[src/rtl/lcd_pkg.sv]
// rtl/lcd_pkg.sv - shared FSM encoding, init ROM and DDRAM constants for lcd_seq
package lcd_pkg;

  typedef enum logic [2:0] {
    PWR_WAIT = 3'd0,
    INIT     = 3'd1,
    GAP      = 3'd2,
    ROW_ADDR = 3'd3,
    ROW_CHAR = 3'd4,
    NEXT     = 3'd5
  } lcd_state_t;

  localparam int         INIT_LEN    = 8;
  localparam logic [2:0] LAST_INIT   = 3'(INIT_LEN - 1);
  localparam logic [2:0] GAP_ENTRIES = 3'd3;
  localparam int         RS_BIT      = 8;
  localparam logic [7:0] ROW0_BASE   = 8'h80;
  localparam logic [7:0] ROW1_BASE   = 8'hC0;
  localparam logic [7:0] BLANK_CHAR  = 8'h20;

  // HD44780 8-bit wake-up: three bare function sets, then configure
  function automatic logic [8:0] init_rom(input logic [2:0] idx);
    case (idx)
      3'd0, 3'd1, 3'd2, 3'd3: init_rom = 9'h038;
      3'd4:                   init_rom = 9'h008;
      3'd5:                   init_rom = 9'h001;
      3'd6:                   init_rom = 9'h006;
      default:                init_rom = 9'h00C;
    endcase
  endfunction

endpackage

[src/rtl/lcd_char_buf.sv]
// rtl/lcd_char_buf.sv - 2x16 character shadow buffer, one write port, combinational read
module lcd_char_buf
  import lcd_pkg::*;
(
  input  logic       clk_i,
  input  logic       rst_n_i,
  input  logic       we_i,
  input  logic [4:0] waddr_i,
  input  logic [7:0] wdata_i,
  input  logic [4:0] raddr_i,
  output logic [7:0] rdata_o
);

  logic [7:0] mem [32];

  always_ff @(posedge clk_i or negedge rst_n_i) begin
    if (!rst_n_i) begin
      for (int i = 0; i < 32; i++) mem[i] <= BLANK_CHAR;
    end else if (we_i) begin
      mem[waddr_i] <= wdata_i;
    end
  end

  assign rdata_o = mem[raddr_i];

endmodule

[src/rtl/lcd_seq.sv]
// rtl/lcd_seq.sv - LCD init + shadow-buffer refresh sequencer; LCD_DIRTY_REFRESH_EN enables dirty-row refresh
module lcd_seq
  import lcd_pkg::*;
#(
  parameter int PWRUP_CYCLES = 1500000,
  parameter int GAP_CYCLES   = 410000,
  parameter int COLS         = 16
) (
  input  logic       clk_i,
  input  logic       rst_n_i,
  output logic [8:0] cmd_o,
  output logic       cmd_valid_o,
  input  logic       drv_ready_i,
  input  logic       buf_we_i,
  input  logic [4:0] buf_addr_i,
  input  logic [7:0] buf_data_i,
  output logic       init_done_o,
  output logic       busy_o
);

  localparam int CNT_MAX = (PWRUP_CYCLES > GAP_CYCLES) ? PWRUP_CYCLES : GAP_CYCLES;
  localparam int CNT_W   = (CNT_MAX > 2) ? $clog2(CNT_MAX) : 1;
  localparam logic [CNT_W-1:0] PWRUP_LAST = CNT_W'(PWRUP_CYCLES - 1);
  localparam logic [CNT_W-1:0] GAP_LAST   = CNT_W'(GAP_CYCLES - 1);
  localparam logic [3:0]       LAST_COL   = 4'(COLS - 1);

  lcd_state_t       state, state_n;
  logic [CNT_W-1:0] cnt, cnt_n;
  logic [2:0]       idx, idx_n;
  logic             row, row_n;
  logic [3:0]       col, col_n;
  logic             done_n;
  logic             xfer, issue;
  logic [8:0]       cmd_n;
  logic [7:0]       rd_data;

  assign xfer = cmd_valid_o & drv_ready_i;

  lcd_char_buf u_buf (
    .clk_i   (clk_i),
    .rst_n_i (rst_n_i),
    .we_i    (buf_we_i),
    .waddr_i (buf_addr_i),
    .wdata_i (buf_data_i),
    .raddr_i ({row_n, col_n}),
    .rdata_o (rd_data)
  );

`ifdef LCD_DIRTY_REFRESH_EN
  logic [1:0] dirty, dirty_set, dirty_clr;

  assign dirty_set = buf_we_i ? (buf_addr_i[4] ? 2'b10 : 2'b01) : 2'b00;
  assign dirty_clr = (state_n == ROW_ADDR && state != ROW_ADDR) ? (row_n ? 2'b10 : 2'b01) : 2'b00;

  // A write landing on the entry edge wins, so that row is sent once more
  always_ff @(posedge clk_i or negedge rst_n_i) begin
    if (!rst_n_i) dirty <= 2'b11;
    else          dirty <= (dirty & ~dirty_clr) | dirty_set;
  end

  assign busy_o = !(state == NEXT && dirty == 2'b00);
`else
  assign busy_o = 1'b1;
`endif

  always_comb begin
    state_n = state;
    cnt_n   = cnt;
    idx_n   = idx;
    row_n   = row;
    col_n   = col;
    done_n  = init_done_o;
    case (state)
      PWR_WAIT: begin
        if (cnt >= PWRUP_LAST) begin
          state_n = INIT;
          cnt_n   = '0;
        end else begin
          cnt_n = cnt + 1'b1;
        end
      end
      INIT: begin
        if (xfer) begin
          if (idx == LAST_INIT) begin
            done_n  = 1'b1;
            state_n = ROW_ADDR;
            row_n   = 1'b0;
          end else begin
            idx_n = idx + 1'b1;
            if (idx < GAP_ENTRIES) begin
              state_n = GAP;
              cnt_n   = '0;
            end
          end
        end
      end
      GAP: begin
        if (cnt >= GAP_LAST) begin
          state_n = INIT;
          cnt_n   = '0;
        end else begin
          cnt_n = cnt + 1'b1;
        end
      end
      ROW_ADDR: begin
        if (xfer) begin
          state_n = ROW_CHAR;
          col_n   = 4'd0;
        end
      end
      ROW_CHAR: begin
        if (xfer) begin
          if (col == LAST_COL) state_n = NEXT;
          else                 col_n   = col + 1'b1;
        end
      end
      NEXT: begin
`ifdef LCD_DIRTY_REFRESH_EN
        if (dirty[0]) begin
          state_n = ROW_ADDR;
          row_n   = 1'b0;
        end else if (dirty[1]) begin
          state_n = ROW_ADDR;
          row_n   = 1'b1;
        end
`else
        state_n = ROW_ADDR;
        row_n   = ~row;
`endif
      end
      default: state_n = PWR_WAIT;
    endcase
  end

  // New command only once valid has dropped and the driver shows ready again
  always_comb begin
    issue = 1'b0;
    cmd_n = cmd_o;
    if (!cmd_valid_o && drv_ready_i) begin
      case (state_n)
        INIT: begin
          issue = 1'b1;
          cmd_n = init_rom(idx_n);
        end
        ROW_ADDR: begin
          issue = 1'b1;
          cmd_n = {1'b0, (row_n ? ROW1_BASE : ROW0_BASE)};
        end
        ROW_CHAR: begin
          issue         = 1'b1;
          cmd_n         = {1'b0, rd_data};
          cmd_n[RS_BIT] = 1'b1;
        end
        default: issue = 1'b0;
      endcase
    end
  end

  always_ff @(posedge clk_i or negedge rst_n_i) begin
    if (!rst_n_i) begin
      state       <= PWR_WAIT;
      cnt         <= '0;
      idx         <= 3'd0;
      row         <= 1'b0;
      col         <= 4'd0;
      init_done_o <= 1'b0;
      cmd_o       <= 9'h000;
      cmd_valid_o <= 1'b0;
    end else begin
      state       <= state_n;
      cnt         <= cnt_n;
      idx         <= idx_n;
      row         <= row_n;
      col         <= col_n;
      init_done_o <= done_n;
      cmd_valid_o <= issue | (cmd_valid_o & ~xfer);
      if (issue) cmd_o <= cmd_n;
    end
  end

endmodule

[config.mk]
export PLATFORM = sky130hd
export DESIGN_NAME = lcd_seq
export DESIGN_NICKNAME = d
export VERILOG_FILES = /design/src/rtl/lcd_pkg.sv /design/src/rtl/lcd_char_buf.sv /design/src/rtl/lcd_seq.sv
export SDC_FILE = /design/constraint.sdc
export NUM_CORES = 1
export LEC_CHECK = 0
export BUFFER_PORTS_ARGS = -buffer_cell sky130_fd_sc_hd__buf_2
export CAP_MARGIN = 20
export CORE_UTILIZATION = 49
export DETAILED_ROUTE_END_ITERATION = 8
export MAX_ROUTING_LAYER = met4
export SYNTH_ARGS = -nofsm -noshare
export SYNTH_HDL_FRONTEND = slang
export SYNTH_HIERARCHICAL = 1
export SYNTH_SLANG_ARGS = --single-unit
[constraint.sdc]
create_clock -name clk_i -period 10.3 [get_ports clk_i]
set_input_delay 2.06 -clock clk_i [delete_from_list [all_inputs] [get_ports clk_i]]
set_output_delay 2.06 -clock clk_i [all_outputs]
set_load 0.02 [all_outputs]
After elaboration in Yosys (flattened, before gate mapping)
Cells that the tools add are included.
{"block": "totals", "regBits": 299, "latchBits": 0, "ramBits": 0, "romBits": 0, "in_bits": 17, "out_inout_bits": 12, "mem_count": 0}
{"block": "classes", "add_sub_neg": 3, "mul": 0, "div": 0, "n_lt_le_gt_ge": 6, "n_eq_ne": 19, "shift": 0, "mux": 36, "n_bitwise": 7, "reduce_logical": 12}
{"operator": "$bwmux W256", "n": 1}
{"operator": "$mux W21", "n": 5}
{"operator": "$pmux W21 S3", "n": 1}
{"operator": "$bmux W8 S5", "n": 1}
{"operator": "$demux W8 S5", "n": 1}
{"operator": "$mux W3", "n": 11}
{"operator": "$pmux W9 S3", "n": 1}
{"operator": "$mux W8", "n": 3}
{"operator": "$pmux W6 S4", "n": 1}
{"operator": "$add A21 B1 Y21 const B", "n": 1}
{"operator": "$eq A3 B3 Y1 const B", "n": 7}
{"operator": "$ge A21 B19 Y1 const B", "n": 1}
{"operator": "$ge A21 B21 Y1 const B", "n": 1}
{"operator": "$pmux W3 S6", "n": 1}
{"operator": "$eq A3 B2 Y1 const B", "n": 5}
{"operator": "$ge A6 B6 Y1 const B", "n": 2}
{"operator": "$mux W4", "n": 3}
{"operator": "$not A5 Y6", "n": 2}
{"operator": "$eq A3 B1 Y1 const B", "n": 3}
{"operator": "$pmux W4 S2", "n": 1}
{"operator": "$mux W7", "n": 1}
{"operator": "$logic_not A3 Y1", "n": 2}
{"operator": "$lt A6 B1 Y1 const B", "n": 1}
{"operator": "$ne A2 B2 Y1 const B", "n": 3}
{"operator": "16 further kinds", "n": 24}

Depth between registers and ports, before layout
Gate-level depths: netlist of the first run.
{"block": "depth", "word_depth": 10, "ltp_mapped": 15, "depth_no_buf": 12}

By module
The synthesis of the first run kept the hierarchy.
{"mod": "lcd_char_buf", "instances": 1, "cells_per_inst": 699, "area_per_inst_um2": 11688.7, "seq_area_each_um2": 6446.2}
{"mod": "lcd_seq", "instances": 1, "cells_per_inst": 271, "area_per_inst_um2": 2555.0, "seq_area_each_um2": 1076.0}

Worst setup path before layout of the first run
Ideal clock, no wire load.
{"block": "synth_path", "kind": "input-to-reg", "from": "in drv_ready_i", "to": "reg cmd_o[0]", "arrival_ns": 5.170, "required_time_ns": 10.174, "slack_ns": 5.004, "cell_stages": 11, "path_buffers": 2, "cell_sequence": "and2_0 -> a31oi_1 -> inv_2 -> nand2_1 -> mux2_2 -> buf_2 -> buf_1 -> mux4_2 -> mux2_2 -> o21a_1 -> o32a_1"}
{"block": "synth_via", "elab_chain_len": 8, "elab_cells_between_ends": 35, "classes_between": "eq/ne (9); mux (18); bitwise (2); reduce/logical (6)"}
{"element": "start, declared", "line_no": "lcd_seq.sv:13", "source": "input logic drv_ready_i,"}
{"element": "$and A1 B1 Y1 *", "line_no": "lcd_seq.sv:37", "source": "assign xfer = cmd_valid_o & drv_ready_i;"}
{"element": "$mux W3 (on tied branches)", "line_no": "lcd_seq.sv:112, lcd_seq.sv:83, lcd_seq.sv:106"}
{"element": "$pmux W3 S6 *", "line_no": "lcd_seq.sv:73", "source": "case (state)"}
{"element": "net state_n[2]", "line_no": "lcd_seq.sv:27", "source": "lcd_state_t state, state_n;"}
{"element": "$eq A3 B3 Y1 (tied with other cells)", "line_no": "lcd_seq.sv:140", "source": "case (state_n)"}
{"element": "$reduce_or A3 Y1 (no source line)"}
{"element": "$mux W1", "line_no": "lcd_seq.sv:140"}
{"element": "$mux W1", "line_no": "lcd_seq.sv:139", "source": "if (!cmd_valid_o && drv_ready_i) begin"}
{"element": "$reduce_and A3 Y1 (no source line)"}
{"element": "end signal, assigned", "line_no": "lcd_seq.sv:177", "source": "if (issue) cmd_o <= cmd_n;"}
{"element": "end, declared", "line_no": "lcd_seq.sv:11", "source": "output logic [8:0] cmd_o,"}
Mark *: on every way through the listed nets, which the timed path passes. The rest lies on a longest branch. The select of a mux whose other input is x is not followed.
A chain may end at the register's enable or synchronous reset.

Worst setup path in the final report of the first run
Same ends and word-level chain as after synthesis.

==> reports/summary.txt, run 1 <==
outcome: finished with violations
failing checks: design-rule violations
vias in the first global route: 8492
row count: 62
Reg clk slew, reported paths: 0.06 ns
drt pass-1 iters: 7
# resized after CTS: 0
Synth Net Count: 990
number of remaining DRC errors: 1
Syn Std Cell Area: 14200 um2
final hold viol count: 0
most frequent cell after synthesis: dfrtp_1
fraction of registers with async set/reset: 1.00
Inserted Clock Buffers: 34
share of cells above drive strength 1: 0.486
WHS: 0.464 ns
Core Box Area: 28600 um2
flop and latch count out of synthesis: 299
CTS H-tree depth: 2
top cell type's share of synthesized area: 0.469
die area: 29800 um2
critical path arrival: 6.66 ns
Initial Utilization: 0.498
initial DRC count: 557
first-pass GRT wire length: 51300 um
Worst setup SP type: primary input
initial antenna violation count: 2
Worst-Margin Slew: 1.03 ns
Final Wtd Congestion: 0.790
worst skew pair latency: 0.51 ns
Static Leak: 6.77 nW
Synth top cells by count: dfrtp_1 (267), mux2_2 (266), mux4_2 (80)
Cell variety after synth: 71
final setup TNS: 0 ns
Slew Limit Fails: 0
die height: 172 um
ys flop type: dfrtp_1
Routed Antenna Nets: 0
Clock Root Buffer: clkbuf_16
CTS tree: done
Post-synth EDFFs: 0
worst endpoint required time: 10.68 ns
Hold Path Class: register to register
Max FO, Critical Path: 34
Post-Syn Instances: 970
Overflow after GRT: 0
mean number of vias per cell: 5.99
Die Wd: 172 um
relative slew slack: 0.314
maximum clock rate: 0.159 GHz
Synth area leaders: dfrtp_1 (47%), mux2_2 (21%), mux4_2 (13%)
Max Cap Viol: 0
post-synth top area cell: dfrtp_1
Synth warnings: 6
Nets: 1001
deepest clock path buffer count: 3
DP Wirelength: 20200 um
period utilisation layout: 0.610
Crit. End Element: register
setup bufs post-CTS: 0
buffers added on ports: 27
Tot GR Track Use: 0.240
Ports: 29
Synth-to-Final Area Change: 10.8%
Avg Inst Size Synth: 14.7 um2
minimum clock period after layout: 6.28 ns
DR vias: 8321
RSZ-0062 raised after global routing: no
critical path class: primary input to register
pwr/cell area: 193 nW/um2
sequential share of the synthesized area: 0.528
Routed WL: 32800 um
largest net degree at the start of global routing: 185
# setup viols final: 0
per-cell routed wire length: 23.6 um
worst vdd ir: 0.131 mV
Max Clock Skew: 0.0191 ns
clk sink count: 299
Hold-fix buffers, CTS: 0
flip-flops by register name (all words and copies together) (netlist names):
register	flops
idx	3
state	3
row	1
cmd_o	9
col	4
cnt	21
init_done_o	1
u_buf/mem	256
cmd_valid_o	1
critical path, cell delays in order:
cell	delay, ns
buf_2	0.12
and2_0	0.24
a31oi_1	0.72
inv_2	0.20
nand2_1	0.15
a22o_4	0.56
buf_4	0.68
mux4_2	0.58
mux4_2	0.52
mux2_2	0.28
o21a_1	0.18
o32a_1	0.32
worst paths after layout:
check / cells past startpoint / endpoint / from / slack (ns)
setup / recovery: 12 / cmd_o[0]$_DFFE_PN0P_ / drv_ready_i / 4.02
setup reg to reg: 11 / cmd_o[0]$_DFFE_PN0P_ / state[2]$_DFF_PN0_ / 5.20
min in group asynchronous: 1 / u_buf/mem[112]$_DFFE_PN0P_ / rst_n_i / 1.62
max in group asynchronous: 2 / u_buf/mem[138]$_DFFE_PN0P_ / rst_n_i / 7.19
hold / removal: 1 / init_done_o$_DFFE_PN0P_ / init_done_o$_DFFE_PN0P_ / 0.46
hold reg to reg: 1 / init_done_o$_DFFE_PN0P_ / init_done_o$_DFFE_PN0P_ / 0.46
layer usage:
metal,global-route usage,routed length [um]
met1,0.341,15500
met2,0.354,15100
met3,0.0387,1380
met4,0.0754,882
met5,-,0
power breakdown:
| group | internal (mW) | total [mW] | switching [mW] |
|---|---|---|---|
| Combinational | 0.230 | 0.362 | 0.132 |
| Sequential | 1.39 | 1.48 | 0.0964 |
| Clock | 0.733 | 1.20 | 0.470 |
cell families after synthesis:
family,synth area share
compound gates,0.0386
xor+xnor,0.00922
fa+ha+maj,0.00264
buf+inv,0.0228
flops,0.528
mux,0.337
other cells,0.000263
simple gates,0.0617
cell type report:
class	instances	area, um2
fill	2361	12800
sequential	299	7520
multi-input combinational	604	6420
clock buffer	53	1020
tap	384	480
timing repair buffer	35	221
clock inverter	7	92.6
inverter	7	26.3
antenna	1	2.50
layout by cell type, fill, tap and decap left out, types with 12 or more instances in the layout:
master / n
nor3_1: 12
dfstp_2: 32
buf_2: 26
mux4_2: 80
o21ai_0: 17
clkbuf_16: 35
nand3_1: 20
mux2_2: 266
nor2_1: 38
nand2_1: 35
dfrtp_1: 267
through the flow:
step	cell area (um2)	worst slack, ns	std cells	utilization	power, mW
global placement	14700	3.51	1328	0.512	1.85
global route	15800	3.68	1390	0.551	3.19
CTS	15800	3.98	1388	0.551	3.09
detailed placement	14700	3.45	1328	0.512	1.87
floorplan	14200	5.00	970	-	1.75
finish	15800	4.02	1390	0.551	3.05
No activity file was read; power rests on OpenSTA's default activity.
==> inputs of run 2 (changes only) <==
--- a/config.mk
+++ b/config.mk
@@ -10,6 +10,7 @@
 export CORE_UTILIZATION = 49
 export DETAILED_ROUTE_END_ITERATION = 8
 export MAX_ROUTING_LAYER = met4
+export PLACE_DENSITY = 0.67
 export SYNTH_ARGS = -nofsm -noshare
 export SYNTH_HDL_FRONTEND = slang
 export SYNTH_HIERARCHICAL = 1
==> constraint.sdc (replaced) <==
create_clock -name clk_i -period 5.4 [get_ports clk_i]
set_input_delay 1.08 -clock clk_i [delete_from_list [all_inputs] [get_ports clk_i]]
set_output_delay 1.08 -clock clk_i [all_outputs]
set_load 0.02 [all_outputs]
==> reports/summary.txt, run 2 (synthesis gave the netlist of run 1 again) <==
# setup viols final: 0
Final Wtd Congestion: 0.904
# fillers: 2303
capturing point of the worst reg2reg path: cmd_o[0]$_DFFE_PN0P_
deepest clock path buffer count: 3
clk sink count: 299
Routed WL: 32100 um
Slew Limit Fails: 0
final setup TNS: 0 ns
drt pass-1 iters: 5
total power draw: 5.95 mW
CTS tree: done
RSZ-0062 raised after global routing: no
Critical R2R Launch: state[2]$_DFF_PN0_
commonest non-fill, non-tap cell in the layout: dfrtp_1
Top Registers: u_buf/mem: 256 flops, cnt: 21 flops, cmd_o: 9 flops
post-layout util: 0.556
Inserted Clock Buffers: 34
mean number of vias per cell: 5.97
Nets: 1005
worst vdd ir: 0.297 mV
largest net degree at the start of global routing: 120
CP max-delay cell: mux4_2
CP Cell Sequence: buf_2 -> and2_0 -> a31oi_1 -> buf_4 -> inv_2 -> nand2_1 -> a22o_4 -> buf_4 -> mux4_2 -> mux4_2 -> mux2_2 -> o21a_1 -> o32a_1
CP peak stage delay: 0.51 ns
Multi-input gate area: 6420 um2
Worst setup SP type: primary input
per-cell routed wire length: 23.0 um
Initial Utilization: 0.498
Die Wd: 172 um
Max Cap Viol: 0
worst skew pair latency: 0.52 ns
critical path class: primary input to register
relative slew slack: 0.209
Reg clk slew, reported paths: 0.06 ns
Synth-to-Final Area Change: 11.7%
worst endpoint required time: 5.79 ns
maximum clock rate: 0.240 GHz
placed insts: 1333
non-filler instance count after layout: 1395
worst setup path endpoint: cmd_o[0]$_DFFE_PN0P_
period utilisation layout: 0.771
Tot GR Track Use: 0.238
Area after DPL: 14700 um2
pwr/cell area: 374 nW/um2
number of remaining DRC errors: 0
first-pass GRT wire length: 51100 um
Core Box Area: 28600 um2
die height: 172 um
outcome: complete, no violations
Routed Antenna Nets: 0
buffers added on ports: 27
most flop-heavy register: u_buf/mem
# resized after CTS: 0
Crit. End Element: register
initial DRC count: 642
DR vias: 8329
Clock Root Buffer: clkbuf_16
setup bufs post-CTS: 0
Ports: 29
share of cells above drive strength 1: 0.497
Worst-Margin Slew: 1.18 ns
final instance area: 15900 um2
Max Clock Skew: 0.0175 ns
internal reg-to-reg setup slack: 1.41 ns
critical path arrival: 4.55 ns
row count: 62
Hold Path Class: register to register
DP Wirelength: 20500 um
Max FO, Critical Path: 23
Hold-fix buffers, CTS: 0
final hold viol count: 0
Static Leak: 6.83 nW
register area: 7520 um2
worst setup path startpoint: drv_ready_i
Overflow after GRT: 0
initial antenna violation count: 1
vias in the first global route: 8577
CTS H-tree depth: 2
die area: 29800 um2
reg2reg path depth: 12
minimum clock period after layout: 4.16 ns
Largest register FFs: 256
most frequent cells in the layout: dfrtp_1 (267), mux2_2 (266), mux4_2 (80)
==> run 2: per-stage QoR <==
| step | hold slack, ns | setup WS (ns) |
|---|---|---|
| 2_1_floorplan | 0.474 | 1.08 |
| 3_3_place_gp | 0.464 | 0.762 |
| 3_5_place_dp | 0.457 | 0.703 |
| 4_1_cts | 0.470 | 1.24 |
| 5_1_grt | 0.485 | 1.08 |
| 6_report | 0.470 | 1.24 |
==> run 2: power by group <==
| part | leakage, nW | total [mW] | internal [mW] | switching, mW |
|---|---|---|---|---|
| Sequential | 3.75 | 2.83 | 2.65 | 0.184 |
| Combinational | 2.49 | 0.689 | 0.439 | 0.250 |
| Clock | 0.585 | 2.43 | 1.48 | 0.949 |
==> run 2: worst max-delay path, delay by kind of cell <==
family | cells | cell delay [ns]
AOI/OAI and AO/OA | 4 | 1.13
buffers and inverters | 4 | 0.68
muxes | 3 | 1.31
and+or+nand+nor | 2 | 0.35
==> run 2: layout make-up <==
type	count	area share
sequential	299	0.473
multi-input combinational	604	0.403
clock buffer	43	0.0613
tap	384	0.0302
timing repair buffer	39	0.0164
clock inverter	18	0.0140
inverter	7	0.00165
antenna	1	0.000157
==> run 2: worst min-delay path by stage <==
stage / slack [ns] / endpoint / startpoint / cells past startpoint
6_report: 0.47 / init_done_o$_DFFE_PN0P_ / init_done_o$_DFFE_PN0P_ / 1
5_1_grt: 0.49 / init_done_o$_DFFE_PN0P_ / init_done_o$_DFFE_PN0P_ / 1
4_1_cts: 0.47 / init_done_o$_DFFE_PN0P_ / init_done_o$_DFFE_PN0P_ / 1
3_5_place_dp: 0.46 / init_done_o$_DFFE_PN0P_ / init_done_o$_DFFE_PN0P_ / 1
3_3_place_gp: 0.46 / init_done_o$_DFFE_PN0P_ / init_done_o$_DFFE_PN0P_ / 1
2_1_floorplan: 0.47 / u_buf/mem[208]$_DFFE_PN0P_ / u_buf/mem[208]$_DFFE_PN0P_ / 1
==> run 2: metal layers <==
metal	share of wire	GRT usage
met2	0.49	0.372
met1	0.46	0.327
met5	0	-
met4	0.022	0.0689
met3	0.033	0.0330
==> inputs of run 3 (changes only) <==
==> constraint.sdc (replaced) <==
create_clock -name clk_i -period 3.7 [get_ports clk_i]
set_input_delay 0.74 -clock clk_i [delete_from_list [all_inputs] [get_ports clk_i]]
set_output_delay 0.74 -clock clk_i [all_outputs]
set_load 0.02 [all_outputs]
==> reports/summary.txt, run 3 (synthesis gave the netlist of run 1 again) <==
outcome: complete, no violations
first-pass GRT wire length: 51600 um
Top Registers: u_buf/mem: 256 flops, cnt: 21 flops, cmd_o: 9 flops
Nets: 1031
commonest non-fill, non-tap cell in the layout: dfrtp_1
mean number of vias per cell: 5.97
Synth-to-Final Area Change: 14.1%
Area after DPL: 15100 um2
deepest clock path buffer count: 3
DR vias: 8462
Crit. End Element: register
CTS tree: done
reg2reg path depth: 11
final instance area: 16300 um2
setup bufs post-CTS: 0
Max FO, Critical Path: 19
Hold-fix buffers, CTS: 0
relative slew slack: 0.257
fin worst setup slack: 0.205 ns
most flop-heavy register: u_buf/mem
initial DRC count: 606
non-filler instance count after layout: 1418
Worst-Margin Slew: 1.11 ns
Final Wtd Congestion: 0.895
Ports: 29
Clock Root Buffer: clkbuf_16
placed insts: 1359
# fillers: 2231
buffers added on ports: 27
register area: 7520 um2
Tot GR Track Use: 0.241
pwr/cell area: 533 nW/um2
period utilisation layout: 0.945
RSZ-0062 raised after global routing: no
Overflow after GRT: 0
largest net degree at the start of global routing: 101
Multi-input gate area: 6440 um2
# resized after CTS: 0
Routed WL: 32600 um
final setup TNS: 0 ns
final hold viol count: 0
Max Cap Viol: 0
row count: 62
Reg clk slew, reported paths: 0.06 ns
CTS H-tree depth: 2
critical path arrival: 3.86 ns
maximum clock rate: 0.286 GHz
critical path class: register to register
Worst setup SP type: register
worst endpoint required time: 4.07 ns
# setup viols final: 0
Max Clock Skew: 0.0120 ns
drt pass-1 iters: 5
Largest register FFs: 256
share of cells above drive strength 1: 0.505
vias in the first global route: 8756
initial antenna violation count: 0
die area: 29800 um2
Inserted Clock Buffers: 34
minimum clock period after layout: 3.50 ns
DP Wirelength: 21000 um
most frequent cells in the layout: dfrtp_1 (267), mux2_2 (266), mux4_2 (80)
Initial Utilization: 0.498
Hold Path Class: primary input to asynchronous set/reset pin
Slew Limit Fails: 0
worst vdd ir: 0.377 mV
Static Leak: 7.00 nW
post-layout util: 0.568
worst slack, placed: -0.0324 ns
per-cell routed wire length: 23.0 um
number of remaining DRC errors: 0
Die Wd: 172 um
die height: 172 um
worst skew pair latency: 0.51 ns
antenna cells: 0
clk sink count: 299
Core Box Area: 28600 um2
Routed Antenna Nets: 0
## run 3: cell count changes in the layout (fill, tap and decap cells not counted), sizes merged
cell,previous run,this run
buf,39,65
bufinv,4,5
clkbuf,43,48
clkinv,10,4
clkinvlp,4,1
diode,1,0
inv,7,8
## run 3: path summary, 6_finish.rpt
path / from / to / slack [ns]
worst max register to register: col[0]$_DFF_PN0_ / cmd_o[6]$_DFFE_PN0P_ / 0.20
worst min-delay path: rst_n_i / u_buf/mem[255]$_DFFE_PN0P_ / 0.28
worst min register to register: init_done_o$_DFFE_PN0P_ / init_done_o$_DFFE_PN0P_ / 0.47
worst max-delay path: col[0]$_DFF_PN0_ / cmd_o[6]$_DFFE_PN0P_ / 0.20
max in group asynchronous: rst_n_i / u_buf/mem[157]$_DFFE_PN1P_ / 2.57
min in group clk_i: init_done_o$_DFFE_PN0P_ / init_done_o$_DFFE_PN0P_ / 0.47
## run 3: critical path, cell delays in order, from the launching register on
cell       delay (ns)
dfrtp_1          0.40
ha_1             0.23
and3_1           0.24
nor3_2           0.21
a22o_4           0.25
buf_12           0.23
buf_12           0.16
mux4_2           0.49
mux4_2           0.53
mux2_2           0.33
o22ai_1          0.18
a2bb2oi_1        0.08
## run 3: power breakdown
part           internal, mW  total, mW  switching [mW]
clock network          2.20       3.50            1.30
logic                 0.648       1.02           0.371
registers              3.87       4.14           0.276
## run 3: stage by stage
step	total power, mW	hold slack [ns]
final	8.66	0.281
after global routing	9.01	0.347
after CTS	8.75	0.316
after detailed placement	5.21	0.455
after global placement	5.16	0.456
after floorplan	4.87	0.444
## run 3: cell type report
class	count	share of cell area
Clock inverter	11	0.0115
Timing Repair Buffer	65	0.0380
Clock buffer	48	0.0606
Multi-Input combinational cell	604	0.396
Inverter	7	0.00162
Sequential cell	299	0.463
Tap cell	384	0.0296
## run 3: metal layers
layer / GRT usage / part of all wire / up-vias
li1: - / - / 3736
met1: 0.323 / 0.44 / 4497
met2: 0.381 / 0.49 / 170
met3: 0.0318 / 0.037 / 59
met4: 0.0793 / 0.029 / 0
met5: - / 0 / -
